$ cat src/rtl/alu_pkg.sv
// Shared types for the decode-to-ALU control interface: op codes, operand
// selects, RV32I opcode values and the decoded entry carried by the skid buffer.
package alu_pkg;

    localparam int DATA_W = 32;

    typedef enum logic [3:0] {
        ALU_ADD  = 4'b0000,
        ALU_SUB  = 4'b0001,
        ALU_SLT  = 4'b0010,
        ALU_SLTU = 4'b0011,
        ALU_XOR  = 4'b0100,
        ALU_OR   = 4'b0101,
        ALU_AND  = 4'b0110,
        ALU_SLL  = 4'b0111,
        ALU_SRL  = 4'b1000,
        ALU_SRA  = 4'b1001
    } alu_op_e;

    typedef enum logic [1:0] {
        OP_A_RS1  = 2'b00,
        OP_A_PC   = 2'b01,
        OP_A_ZERO = 2'b10
    } op_a_sel_e;

    localparam logic [6:0] OPC_LOAD   = 7'b0000011;
    localparam logic [6:0] OPC_OP_IMM = 7'b0010011;
    localparam logic [6:0] OPC_AUIPC  = 7'b0010111;
    localparam logic [6:0] OPC_STORE  = 7'b0100011;
    localparam logic [6:0] OPC_OP     = 7'b0110011;
    localparam logic [6:0] OPC_LUI    = 7'b0110111;
    localparam logic [6:0] OPC_BRANCH = 7'b1100011;
    localparam logic [6:0] OPC_JALR   = 7'b1100111;
    localparam logic [6:0] OPC_JAL    = 7'b1101111;

    localparam logic [6:0] F7_BASE = 7'b0000000;
    localparam logic [6:0] F7_ALT  = 7'b0100000;

    typedef struct packed {
        logic              insn_vld;
        alu_op_e           alu_op;
        op_a_sel_e         op_a_sel;
        logic              op_b_sel;
        logic [DATA_W-1:0] imm;
        logic [4:0]        rs1_addr;
        logic [4:0]        rs2_addr;
        logic [4:0]        rd_addr;
        logic              rd_wren;
        logic [DATA_W-1:0] pc;
    } dec_t;

    // funct3 mapping shared by OP and OP-IMM when funct7 is the base encoding.
    function automatic alu_op_e base_op(input logic [2:0] funct3);
        case (funct3)
            3'b000:  base_op = ALU_ADD;
            3'b001:  base_op = ALU_SLL;
            3'b010:  base_op = ALU_SLT;
            3'b011:  base_op = ALU_SLTU;
            3'b100:  base_op = ALU_XOR;
            3'b101:  base_op = ALU_SRL;
            3'b110:  base_op = ALU_OR;
            default: base_op = ALU_AND;
        endcase
    endfunction

endpackage

$ cat src/rtl/imm_gen.sv
// RV32I immediate generator: picks the I/S/B/U/J format from the opcode and
// flags OP-IMM shifts, whose immediate is the zero-extended shift amount.
module imm_gen
    import alu_pkg::*;
(
    input  logic [DATA_W-1:0] instr,
    output logic [DATA_W-1:0] imm,
    output logic              is_shamt
);

    logic [6:0] opcode;
    logic [2:0] funct3;

    assign opcode = instr[6:0];
    assign funct3 = instr[14:12];

    // NOTE: every output gets a default before the case so no path can
    // leave it unassigned and infer a latch.
    always_comb begin
        imm      = '0;
        is_shamt = 1'b0;
        case (opcode)
            OPC_OP_IMM: begin
                if (funct3 == 3'b001 || funct3 == 3'b101) begin
                    is_shamt = 1'b1;
                    imm      = {27'b0, instr[24:20]};
                end else begin
                    imm = {{20{instr[31]}}, instr[31:20]};
                end
            end
            OPC_LOAD, OPC_JALR:
                imm = {{20{instr[31]}}, instr[31:20]};
            OPC_STORE:
                imm = {{20{instr[31]}}, instr[31:25], instr[11:7]};
            OPC_BRANCH:
                imm = {{19{instr[31]}}, instr[31], instr[7], instr[30:25], instr[11:8], 1'b0};
            OPC_LUI, OPC_AUIPC:
                imm = {instr[31:12], 12'b0};
            OPC_JAL:
                imm = {{11{instr[31]}}, instr[31], instr[19:12], instr[20], instr[30:21], 1'b0};
            default:
                imm = '0;
        endcase
    end

endmodule

$ cat src/rtl/id_alu_ctrl.sv
// Decode stage producing ALU control for execute; the decoded entry is
// registered through a 2-entry skid buffer so o_ready comes from a flop.
module id_alu_ctrl
    import alu_pkg::*;
#(
    parameter int XLEN = DATA_W
) (
    input  logic            i_clk,
    input  logic            i_reset,
    input  logic [XLEN-1:0] i_instr,
    input  logic [XLEN-1:0] i_pc,
    input  logic            i_valid,
    output logic            o_ready,
    input  logic            i_flush,
    output logic            o_valid,
    input  logic            i_ready,
    output logic [3:0]      o_alu_op,
    output logic [1:0]      o_op_a_sel,
    output logic            o_op_b_sel,
    output logic [XLEN-1:0] o_imm,
    output logic [4:0]      o_rs1_addr,
    output logic [4:0]      o_rs2_addr,
    output logic [4:0]      o_rd_addr,
    output logic            o_rd_wren,
    output logic            o_insn_vld,
    output logic [XLEN-1:0] o_pc
);

    typedef enum logic [1:0] {
        S_EMPTY = 2'b00,
        S_ONE   = 2'b01,
        S_FULL  = 2'b10
    } state_e;

    logic [DATA_W-1:0] instr;
    logic [6:0]        opcode;
    logic [2:0]        funct3;
    logic [6:0]        funct7;
    logic [DATA_W-1:0] gen_imm;
    logic              is_shamt;
    logic              legal;
    logic              writes_rd;
    dec_t              dec;

    assign instr  = DATA_W'(i_instr);
    assign opcode = instr[6:0];
    assign funct3 = instr[14:12];
    assign funct7 = instr[31:25];

    imm_gen u_imm_gen (
        .instr    (instr),
        .imm      (gen_imm),
        .is_shamt (is_shamt)
    );

    always_comb begin
        dec          = '0;
        legal        = 1'b0;
        writes_rd    = 1'b0;
        dec.alu_op   = ALU_ADD;
        dec.op_a_sel = OP_A_RS1;
        dec.op_b_sel = 1'b0;
        case (opcode)
            OPC_OP: begin
                writes_rd = 1'b1;
                if (funct7 == F7_BASE) begin
                    legal      = 1'b1;
                    dec.alu_op = base_op(funct3);
                end else if (funct7 == F7_ALT && (funct3 == 3'b000 || funct3 == 3'b101)) begin
                    legal      = 1'b1;
                    dec.alu_op = (funct3 == 3'b000) ? ALU_SUB : ALU_SRA;
                end
            end
            OPC_OP_IMM: begin
                writes_rd    = 1'b1;
                dec.op_b_sel = 1'b1;
                // Only shifts use funct7; ADDI and friends ignore those bits.
                if (!is_shamt || funct7 == F7_BASE) begin
                    legal      = 1'b1;
                    dec.alu_op = base_op(funct3);
                end else if (funct7 == F7_ALT && funct3 == 3'b101) begin
                    legal      = 1'b1;
                    dec.alu_op = ALU_SRA;
                end
            end
            OPC_LOAD, OPC_JALR: begin
                legal        = 1'b1;
                writes_rd    = 1'b1;
                dec.op_b_sel = 1'b1;
            end
            OPC_STORE: begin
                legal        = 1'b1;
                dec.op_b_sel = 1'b1;
            end
            OPC_LUI: begin
                legal        = 1'b1;
                writes_rd    = 1'b1;
                dec.op_a_sel = OP_A_ZERO;
                dec.op_b_sel = 1'b1;
            end
            OPC_AUIPC, OPC_JAL: begin
                legal        = 1'b1;
                writes_rd    = 1'b1;
                dec.op_a_sel = OP_A_PC;
                dec.op_b_sel = 1'b1;
            end
            OPC_BRANCH: begin
                legal        = 1'b1;
                dec.op_a_sel = OP_A_PC;
                dec.op_b_sel = 1'b1;
            end
            default: legal = 1'b0;
        endcase

        // Illegal words still travel down the pipe, just neutralised.
        if (!legal) begin
            dec.alu_op   = ALU_ADD;
            dec.op_a_sel = OP_A_RS1;
            dec.op_b_sel = 1'b0;
        end
        dec.insn_vld = legal;
        dec.imm      = legal ? gen_imm : '0;
        dec.rs1_addr = instr[19:15];
        dec.rs2_addr = instr[24:20];
        dec.rd_addr  = instr[11:7];
        dec.rd_wren  = legal & writes_rd & (instr[11:7] != 5'd0);
        dec.pc       = DATA_W'(i_pc);
    end

    state_e state_q, state_d;
    logic   ready_q, valid_q;
    logic   accept, consume;
    logic   load_out, load_skid, out_from_skid;
    dec_t   out_q, skid_q;

    assign accept  = i_valid & ready_q;
    assign consume = valid_q & i_ready;

    always_comb begin
        state_d       = state_q;
        load_out      = 1'b0;
        load_skid     = 1'b0;
        out_from_skid = 1'b0;
        if (i_flush) begin
            state_d = S_EMPTY;
        end else begin
            case (state_q)
                S_EMPTY: begin
                    if (accept) begin
                        state_d  = S_ONE;
                        load_out = 1'b1;
                    end
                end
                S_ONE: begin
                    if (accept && !consume) begin
                        state_d   = S_FULL;
                        load_skid = 1'b1;
                    end else if (consume && !accept) begin
                        state_d = S_EMPTY;
                    end else if (accept && consume) begin
                        load_out = 1'b1;
                    end
                end
                S_FULL: begin
                    if (consume) begin
                        state_d       = S_ONE;
                        out_from_skid = 1'b1;
                    end
                end
                default: state_d = S_EMPTY;
            endcase
        end
    end

    // NOTE: sequential state uses non-blocking assignments so every flop
    // samples pre-edge values regardless of process ordering.
    always_ff @(posedge i_clk) begin
        if (i_reset) begin
            state_q <= S_EMPTY;
            ready_q <= 1'b1;
            valid_q <= 1'b0;
            out_q   <= '0;
        end else begin
            state_q <= state_d;
            ready_q <= (state_d != S_FULL);
            valid_q <= (state_d != S_EMPTY);
            if (load_out) begin
                out_q <= dec;
            end else if (out_from_skid) begin
                out_q <= skid_q;
            end
        end
    end

    // NOTE: the skid entry has no reset; it is only read after being loaded
    // in FULL, and reset/flush always leave the buffer EMPTY.
    always_ff @(posedge i_clk) begin
        if (load_skid) begin
            skid_q <= dec;
        end
    end

    assign o_ready    = ready_q;
    assign o_valid    = valid_q;
    assign o_alu_op   = out_q.alu_op;
    assign o_op_a_sel = out_q.op_a_sel;
    assign o_op_b_sel = out_q.op_b_sel;
    assign o_imm      = XLEN'(out_q.imm);
    assign o_rs1_addr = out_q.rs1_addr;
    assign o_rs2_addr = out_q.rs2_addr;
    assign o_rd_addr  = out_q.rd_addr;
    assign o_rd_wren  = out_q.rd_wren;
    assign o_insn_vld = out_q.insn_vld;
    assign o_pc       = XLEN'(out_q.pc);

endmodule

$ cat config.mk
export PLATFORM = sky130hd
export DESIGN_NAME = id_alu_ctrl
export DESIGN_NICKNAME = d
export VERILOG_FILES = /design/src/rtl/alu_pkg.sv /design/src/rtl/imm_gen.sv /design/src/rtl/id_alu_ctrl.sv
export SDC_FILE = /design/constraint.sdc
export NUM_CORES = 1
export LEC_CHECK = 0
export BUFFER_PORTS_ARGS = -buffer_cell sky130_fd_sc_hd__buf_2
export CAP_MARGIN = 25
export CORE_MARGIN = 2
export CORE_UTILIZATION = 50
export DETAILED_ROUTE_END_ITERATION = 16
export PLACE_DENSITY = 0.74
export REMOVE_ABC_BUFFERS = 1
export SLEW_MARGIN = 20
export SYNTH_ARGS = -nofsm -noshare
export SYNTH_HDL_FRONTEND = slang
export SYNTH_SLANG_ARGS = --single-unit
$ cat constraint.sdc
create_clock -name i_clk -period 15 [get_ports i_clk]
set_clock_uncertainty 0.15 [all_clocks]
set_input_delay 1.5 -clock i_clk [delete_from_list [all_inputs] [get_ports i_clk]]
set_output_delay 1.5 -clock i_clk [all_outputs]
set_load 0.02 [all_outputs]
Word-level counts from Yosys, hierarchy flattened

Cells that the tools add are included.

Equal/unequal tests: 19
Reduce and logical (&&, ||, !) cells: 23
Muxes and demuxes: 41
Bitwise gates (word level): 4

Operators by type and width:

| operator             | number |
|---|---|
| $pmux W32 S6         | 1 |
| $mux W88             | 2 |
| $mux W32             | 2 |
| $eq A7 B6 Y1 const B | 4 |
| $pmux W4 S7          | 1 |
| $eq A7 B7 Y1 const B | 3 |
| $mux W4              | 5 |
| $mux W1              | 19 |
| $eq A7 B5 Y1 const B | 2 |
| $reduce_or A7 Y1     | 2 |
| $mux W2              | 5 |
| $eq A3 B3 Y1 const B | 3 |
| $pmux W4 S2          | 1 |
| $reduce_or A8 Y1     | 1 |
| $eq A7 B2 Y1 const B | 1 |
| $logic_not A7 Y1     | 1 |
| $mux W7              | 1 |
| $eq A3 B2 Y1 const B | 2 |
| $pmux W2 S3          | 1 |
| $logic_and A1 B1 Y1  | 5 |
| $reduce_bool A5 Y1   | 1 |
| $and A1 B1 Y1        | 4 |
| $pmux W2 S2          | 1 |
| $reduce_bool A2 Y1   | 2 |
| 12 further kinds     | 17 |

Word-level logic and storage cells: 110
Register bits: 180
Input port bits: 69
Output and inout port bits: 90

Logic depth before layout (Yosys ltp)

Depth in word-level cells: 11
Gate-level depth with buffers: 8
Depth with buffers taken out: 5

Modules after synthesis

From an unflattened synthesis, not the netlist that was laid out.

Cells, all modules: 684
Area total of the unflattened synthesis: 7572.3 um2

By module, submodules not included:

| module      | seq. area each (um2) | instances | cells an instance | area an instance (um2) |
|---|---|---|---|---|
| id_alu_ctrl | 4484.3               | 1         | 615               | 7054.3 |
| imm_gen     | 0.0                  | 1         | 69                | 518.0 |

Worst setup path after synthesis

No wires, ideal clock.

Kind: input -> register
Start: in i_valid
End: reg skid_q[0] in the netlist's numbering, enable pin
Slack: 6.505 ns
Arrival time: 7.703 ns
Library setup time: 0.642 ns
Buffers on the path: 0
Cell stages on the path: 2
Data required time: 14.208 ns
Cells stage by stage: nand3b_1 nor3_1

Longest elaborated chain between the ends: 5

RTL lines:

| what                 | RTL line           | text |
|---|---|---|
| start, declared      | id_alu_ctrl.sv:12  | `input logic i_valid,` |
| $and A1 B1 Y1        | id_alu_ctrl.sv:136 | `assign accept = i_valid & ready_q;` |
| $logic_and A1 B1 Y1  | id_alu_ctrl.sv:155 | `if (accept && !consume) begin` |
| $mux W1              | id_alu_ctrl.sv:155 |  |
| $mux W1              | id_alu_ctrl.sv:147 | `case (state_q)` |
| $mux W1              | id_alu_ctrl.sv:144 | `if (i_flush) begin` |
| via load_skid        | id_alu_ctrl.sv:133 | `logic load_out, load_skid, out_from_skid;` |
| end signal, assigned | id_alu_ctrl.sv:199 | `skid_q <= dec;` |
| end, declared        | id_alu_ctrl.sv:134 | `dec_t out_q, skid_q;` |

The timed path passes the listed nets, and every way through them passes these cells.
A chain may end at the register's enable or synchronous reset.

Worst setup path after layout

Start: in i_ready
End: reg out_q, in the netlist o_imm[5]

Longest elaborated chain between the ends: 8
Elaborated cells on any way between the ends: 15
Classes of those cells: 9 x mux; 1 x bitwise; 5 x reduce/logical

RTL lines:

| what                                                  | RTL line           | text |
|---|---|---|
| start, declared                                       | id_alu_ctrl.sv:16  | `input logic i_ready,` |
| $and A1 B1 Y1 (*)                                     | id_alu_ctrl.sv:137 | `assign consume = valid_q & i_ready;` |
| $logic_and A1 B1 Y1                                   | id_alu_ctrl.sv:160 | `end else if (accept && consume) begin` |
| $mux W1                                               | id_alu_ctrl.sv:160 |  |
| $mux W1                                               | id_alu_ctrl.sv:158 | `end else if (consume && !accept) begin` |
| $mux W1                                               | id_alu_ctrl.sv:155 |  |
| $pmux W1 S2                                           | id_alu_ctrl.sv:147 |  |
| $mux W1                                               | id_alu_ctrl.sv:144 |  |
| $mux W88 / $reduce_bool A2 Y1 (equally long branches) | --                 |  |
| end signal, assigned                                  | id_alu_ctrl.sv:190 | `out_q <= skid_q;` |
| end, declared                                         | id_alu_ctrl.sv:134 |  |

Every way passes the cells marked *; elsewhere a longest branch is shown, timed or not.

==> out/summary.log <==
INFO  status         outcome=finished, final reports clean
INFO  clock_tree     tritoncts.num_buffers=17
INFO  clock_tree     cts_tree=done
INFO  routing        remaining_drc_errors=0
INFO  placed_design  finalWeightedCongestion=0.8441
INFO  worst_setup_path cp.buffers_inverters=2
INFO  min_path       hold_depth=2
INFO  grt            globalRouteMet2Util=33.97%
INFO  worst_setup_path most_common_cell_on_crit_path=sky130_fd_sc_hd__nand2_1
INFO  grt            first_global_vias=5369
INFO  cells_and_area post_route_insts_no_fill=1042
INFO  floorplanning  placementRows=45
INFO  timing         timing.final.ws_setup=11.23ns
INFO  power          p_leak=3.550nW
INFO  placed_design  detailedPlacementHpwl=11030um
INFO  worst_setup_path critical_path_required=15.19ns
INFO  cells_and_area insertedDiodeCount=0
INFO  routing        ant_nets=0
INFO  synthesis      synth_cell_type_count=59
INFO  clock_tree     hold_fix_buffers_cts=0
INFO  worst_setup_path crit_slowest_cell=sky130_fd_sc_hd__buf_4
INFO  timing         timing.final.crit_share=25.16%
INFO  clock_tree     clk_latency=0.42ns
INFO  timing         final.setup.tns=0ns
INFO  worst_setup_path cp_data_arrival_time=3.97ns
INFO  clock_tree     post-cts-setup-buffer-count=0
INFO  synthesis      synth_area=7580um^2
INFO  worst_setup_path criticalPathCategory=in2reg
INFO  cells_and_area layout-area-overhead-vs-synth=19.73%
INFO  clock_tree     clk_transition_reported_paths=0.06ns
INFO  synthesis      synth-edff-count=88
INFO  floorplanning  floorplan.die.width=127.1um
INFO  grt            grt_util_all_layers=21.73%
INFO  synthesis      synth_seq_area_share=59.16%
INFO  clock_tree     clk_path_buf_depth=2
INFO  floorplanning  fp.dieH=127.1um
INFO  synthesis      postSynth.asyncResetShare=0%
INFO  worst_setup_path timing.critical_path.fanout_max=62
INFO  timing         unrepaired_setup_endpoints_after_global_routing=false
INFO  power          p_comb_share=9.4%
INFO  cells_and_area fill_cells=1294
INFO  timing         slew_viol_final=0
INFO  grt            top_usage_layer=met2
INFO  routing        finalWirelength=17400um
INFO  power          vdd_ir_drop_max=0.07587mV
INFO  flow_run       max_cap_violations=0
INFO  timing         finalCriticalPeriod=3.774ns
INFO  cells_and_area drive_above_1_share=27.99%
INFO  power          switching_power=263.1uW
INFO  worst_setup_path worstSetupPathDepth=7
INFO  synthesis      postSynthRegisterBits=180
INFO  synthesis      postSynthAreaPerCell=10.66um^2
INFO  routing        drt-pass1-iter-count=5
INFO  floorplanning  die_area=16160um^2
INFO  timing         worst-slew-pin-transition=0.9308ns
INFO  worst_setup_path critical_path.max_stage_delay=0.61ns
INFO  worst_setup_path timing.critical_path.from_type=primary input
INFO  timing         max_slew_margin_vs_limit=37.71%
INFO  floorplanning  floorplan.io_pins=159
INFO  grt            global_route.usage.met3=3.894%
INFO  floorplanning  core_area=15030um^2
INFO  worst_setup_path cp_top_family=simple AND/OR/NAND/NOR gates
INFO  worst_setup_path critical_path_cell_by_cell=buf_2, nand2_1, nand2_1, nand2_4, buf_4, nand2b_1, o22ai_1
INFO  power          design_power_total=1.109mW
INFO  clock_tree     clk_root_buffer_cell=sky130_fd_sc_hd__clkbuf_16
INFO  clock_tree     cts-htree-levels=4
INFO  cells_and_area total_number_of_nets_in_the_final_design=910
INFO  worst_setup_path worst_r2r_path_depth=6
INFO  placed_design  dp.cells=1010
INFO  min_path       hold_class=reg2reg
INFO  grt            grt_util_met1=29.82%
INFO  routing        mean_routed_wirelength_per_cell=16.70um
INFO  worst_setup_path crit_path_end_kind=flop
INFO  floorplanning  initial_core_util=50.42%
INFO  grt            first_pass_grt_wire_length=27740um
INFO  synthesis      ys.flop_type=sky130_fd_sc_hd__dfxtp_1
INFO  placed_design  setup_slack_at_placement=10.77ns
INFO  routing        drt_first_iter_violations=397
INFO  timing         timing.final.setup_violations=0
INFO  synthesis      ys.warnings.count=0
INFO  placed_design  io_port_bufs=158
INFO  clock_tree     cts-resized-gates=0
INFO  timing         max_freq=265.0MHz
INFO  clock_tree     cts_sinks=180
INFO  synthesis      synthCells=711
INFO  timing         final-hold-violation-count=0
INFO  grt            grt_max_degree=63
INFO  grt            antenna_found_initial=0
INFO  power          switching_share_of_power=23.73%
INFO  power          clock_power_share=42.0%
INFO  power          power_report.internal_total=845.6uW
INFO  routing        routed_vias_inst=5.625
INFO  power          power_density=122.2nW/um^2
INFO  routing        route.vias.total=5861
INFO  power          seqPwrFrac=48.6%
INFO  grt            global_route.overflow_total=0
routing by layer:
layer / vias to the layer above / wire, um
met1: 2785 / 7850
met2: 187 / 8181
met5: - / 0
li1: 2853 / -
met4: 0 / 487
met3: 36 / 883
cells in the final DEF (no fill, tap or decap), types with 4 or more instances in the layout:
| cell | netlist | layout |
|---|---|---|
| sky130_fd_sc_hd__or3_1 | 7 | 6 |
| sky130_fd_sc_hd__clkinv_2 | 0 | 4 |
| sky130_fd_sc_hd__a221oi_1 | 9 | 9 |
| sky130_fd_sc_hd__dfxtp_1 | 92 | 92 |
| sky130_fd_sc_hd__nor2_1 | 67 | 67 |
| sky130_fd_sc_hd__nand3_1 | 10 | 10 |
| sky130_fd_sc_hd__buf_2 | 13 | 157 |
| sky130_fd_sc_hd__clkbuf_16 | 0 | 17 |
| sky130_fd_sc_hd__o22ai_1 | 7 | 7 |
| sky130_fd_sc_hd__a221oi_2 | 10 | 10 |
| sky130_fd_sc_hd__inv_1 | 18 | 18 |
| sky130_fd_sc_hd__a22oi_1 | 8 | 8 |
| sky130_fd_sc_hd__nand2b_1 | 4 | 4 |
| sky130_fd_sc_hd__nor3_1 | 9 | 8 |
| sky130_fd_sc_hd__edfxtp_1 | 88 | 88 |
| sky130_fd_sc_hd__a21oi_2 | 10 | 10 |
| sky130_fd_sc_hd__o22ai_2 | 4 | 4 |
| sky130_fd_sc_hd__nor2b_1 | 12 | 12 |
| sky130_fd_sc_hd__nand2_1 | 142 | 141 |
| sky130_fd_sc_hd__buf_4 | 2 | 10 |
| sky130_fd_sc_hd__mux2i_1 | 19 | 19 |
| sky130_fd_sc_hd__o21a_1 | 4 | 4 |
| sky130_fd_sc_hd__nand3b_1 | 9 | 9 |
| sky130_fd_sc_hd__a311oi_1 | 49 | 49 |
| sky130_fd_sc_hd__o21ai_0 | 5 | 5 |
| sky130_fd_sc_hd__a21oi_1 | 25 | 25 |
| sky130_fd_sc_hd__bufinv_16 | 0 | 4 |
worst register-to-register path: stages, from the launching register on:
cell                       delay (ns)
sky130_fd_sc_hd__dfxtp_1         0.31
sky130_fd_sc_hd__nand2_1         0.26
sky130_fd_sc_hd__nand2_1         0.18
sky130_fd_sc_hd__nand2_4         0.50
sky130_fd_sc_hd__buf_4           0.63
sky130_fd_sc_hd__nand2b_1        0.52
sky130_fd_sc_hd__o22ai_1         0.29
metrics by stage:
stage / instance area (um^2) / hold slack (ns) / util, %
6_report: 9075 / 0.3177 / 60.37
5_1_grt: 9075 / 0.3361 / 60.37
4_1_cts: 9075 / 0.3191 / 60.37
3_5_place_dp: 8459 / 0.3097 / 56.27
3_3_place_gp: 8459 / 0.3073 / 56.27
2_1_floorplan: 7331 / 0.3445 / -
final timing paths:
check	from	endpoint	slack, ns
worst max register to register	o_valid	o_imm[5]	12.09
worst min register to register	o_imm[30]	o_imm[30]	0.32
worst min-delay path	o_imm[30]	o_imm[30]	0.32
worst max-delay path	i_ready	o_imm[5]	11.23
Yosys cell counts, drive strengths merged, types with 3 or more instances:
cell	instances	share of area, %
a2111oi	3	0.68
a211oi	3	0.30
a21oi	36	3.0
a221oi	19	3.0
a22oi	8	0.79
a311oi	49	5.7
a31oi	3	0.25
buf	19	1.5
clkbuf	37	1.8
dfxtp	92	24
edfxtp	88	35
inv	20	0.99
mux2i	19	2.5
nand2	143	7.1
nand2b	4	0.33
nand3	10	0.66
nand3b	9	0.89
nor2	68	3.4
nor2b	12	0.99
nor3	10	0.73
nor4	3	0.25
o21a	4	0.40
o21ai	7	0.46
o22ai	11	1.2
o31a	3	0.35
or3	7	0.58
cell type report:
class                   instances  area [um^2]  share of cell area, %
clock buffers                  19        432.9                  4.770
multi-input cells             455         2804                  30.90
flip-flops and latches        180         4484                  49.41
clock inverters                13        182.7                  2.013
repair buffers                167        860.8                  9.486
inverters                      20        75.07                 0.8272
well taps                     188        235.2                  2.592
power groups by stage:
stage / combinational (mW) / sequential (mW) / clock [mW]
finish: 0.104 / 0.539 / 0.466
global route: 0.114 / 0.540 / 0.493
CTS: 0.105 / 0.539 / 0.475
detailed placement: 0.104 / 0.550 / 0
floorplan: 0.0403 / 0.568 / 0
global placement: 0.103 / 0.549 / 0
flip-flops by register name, indices dropped and copies added (netlist names):
name and cells:
o_rd_addr 5, o_valid 1, o_alu_op 4, o_imm 32, o_rs1_addr 5, o_pc 32, state_q 2, o_op_b_sel 1
o_op_a_sel 2, o_rd_wren 1, o_insn_vld 1, o_ready 1, skid_q 88, o_rs2_addr 5
kinds of logic (layout without fill, tap and decap cells):
kind of cell | count (synthesis) | after routing | share of synthesized area [%]
AND/OR/NAND/NOR | 278 | 278 | 16.51
flip-flops | 180 | 180 | 59.16
AO/OA/AOI/OAI | 155 | 155 | 17.20
buffers and inverters | 76 | 219 | 4.275
multiplexers | 19 | 19 | 2.509
XOR/XNOR | 3 | 3 | 0.3467
(Power assumes the default switching activity.)
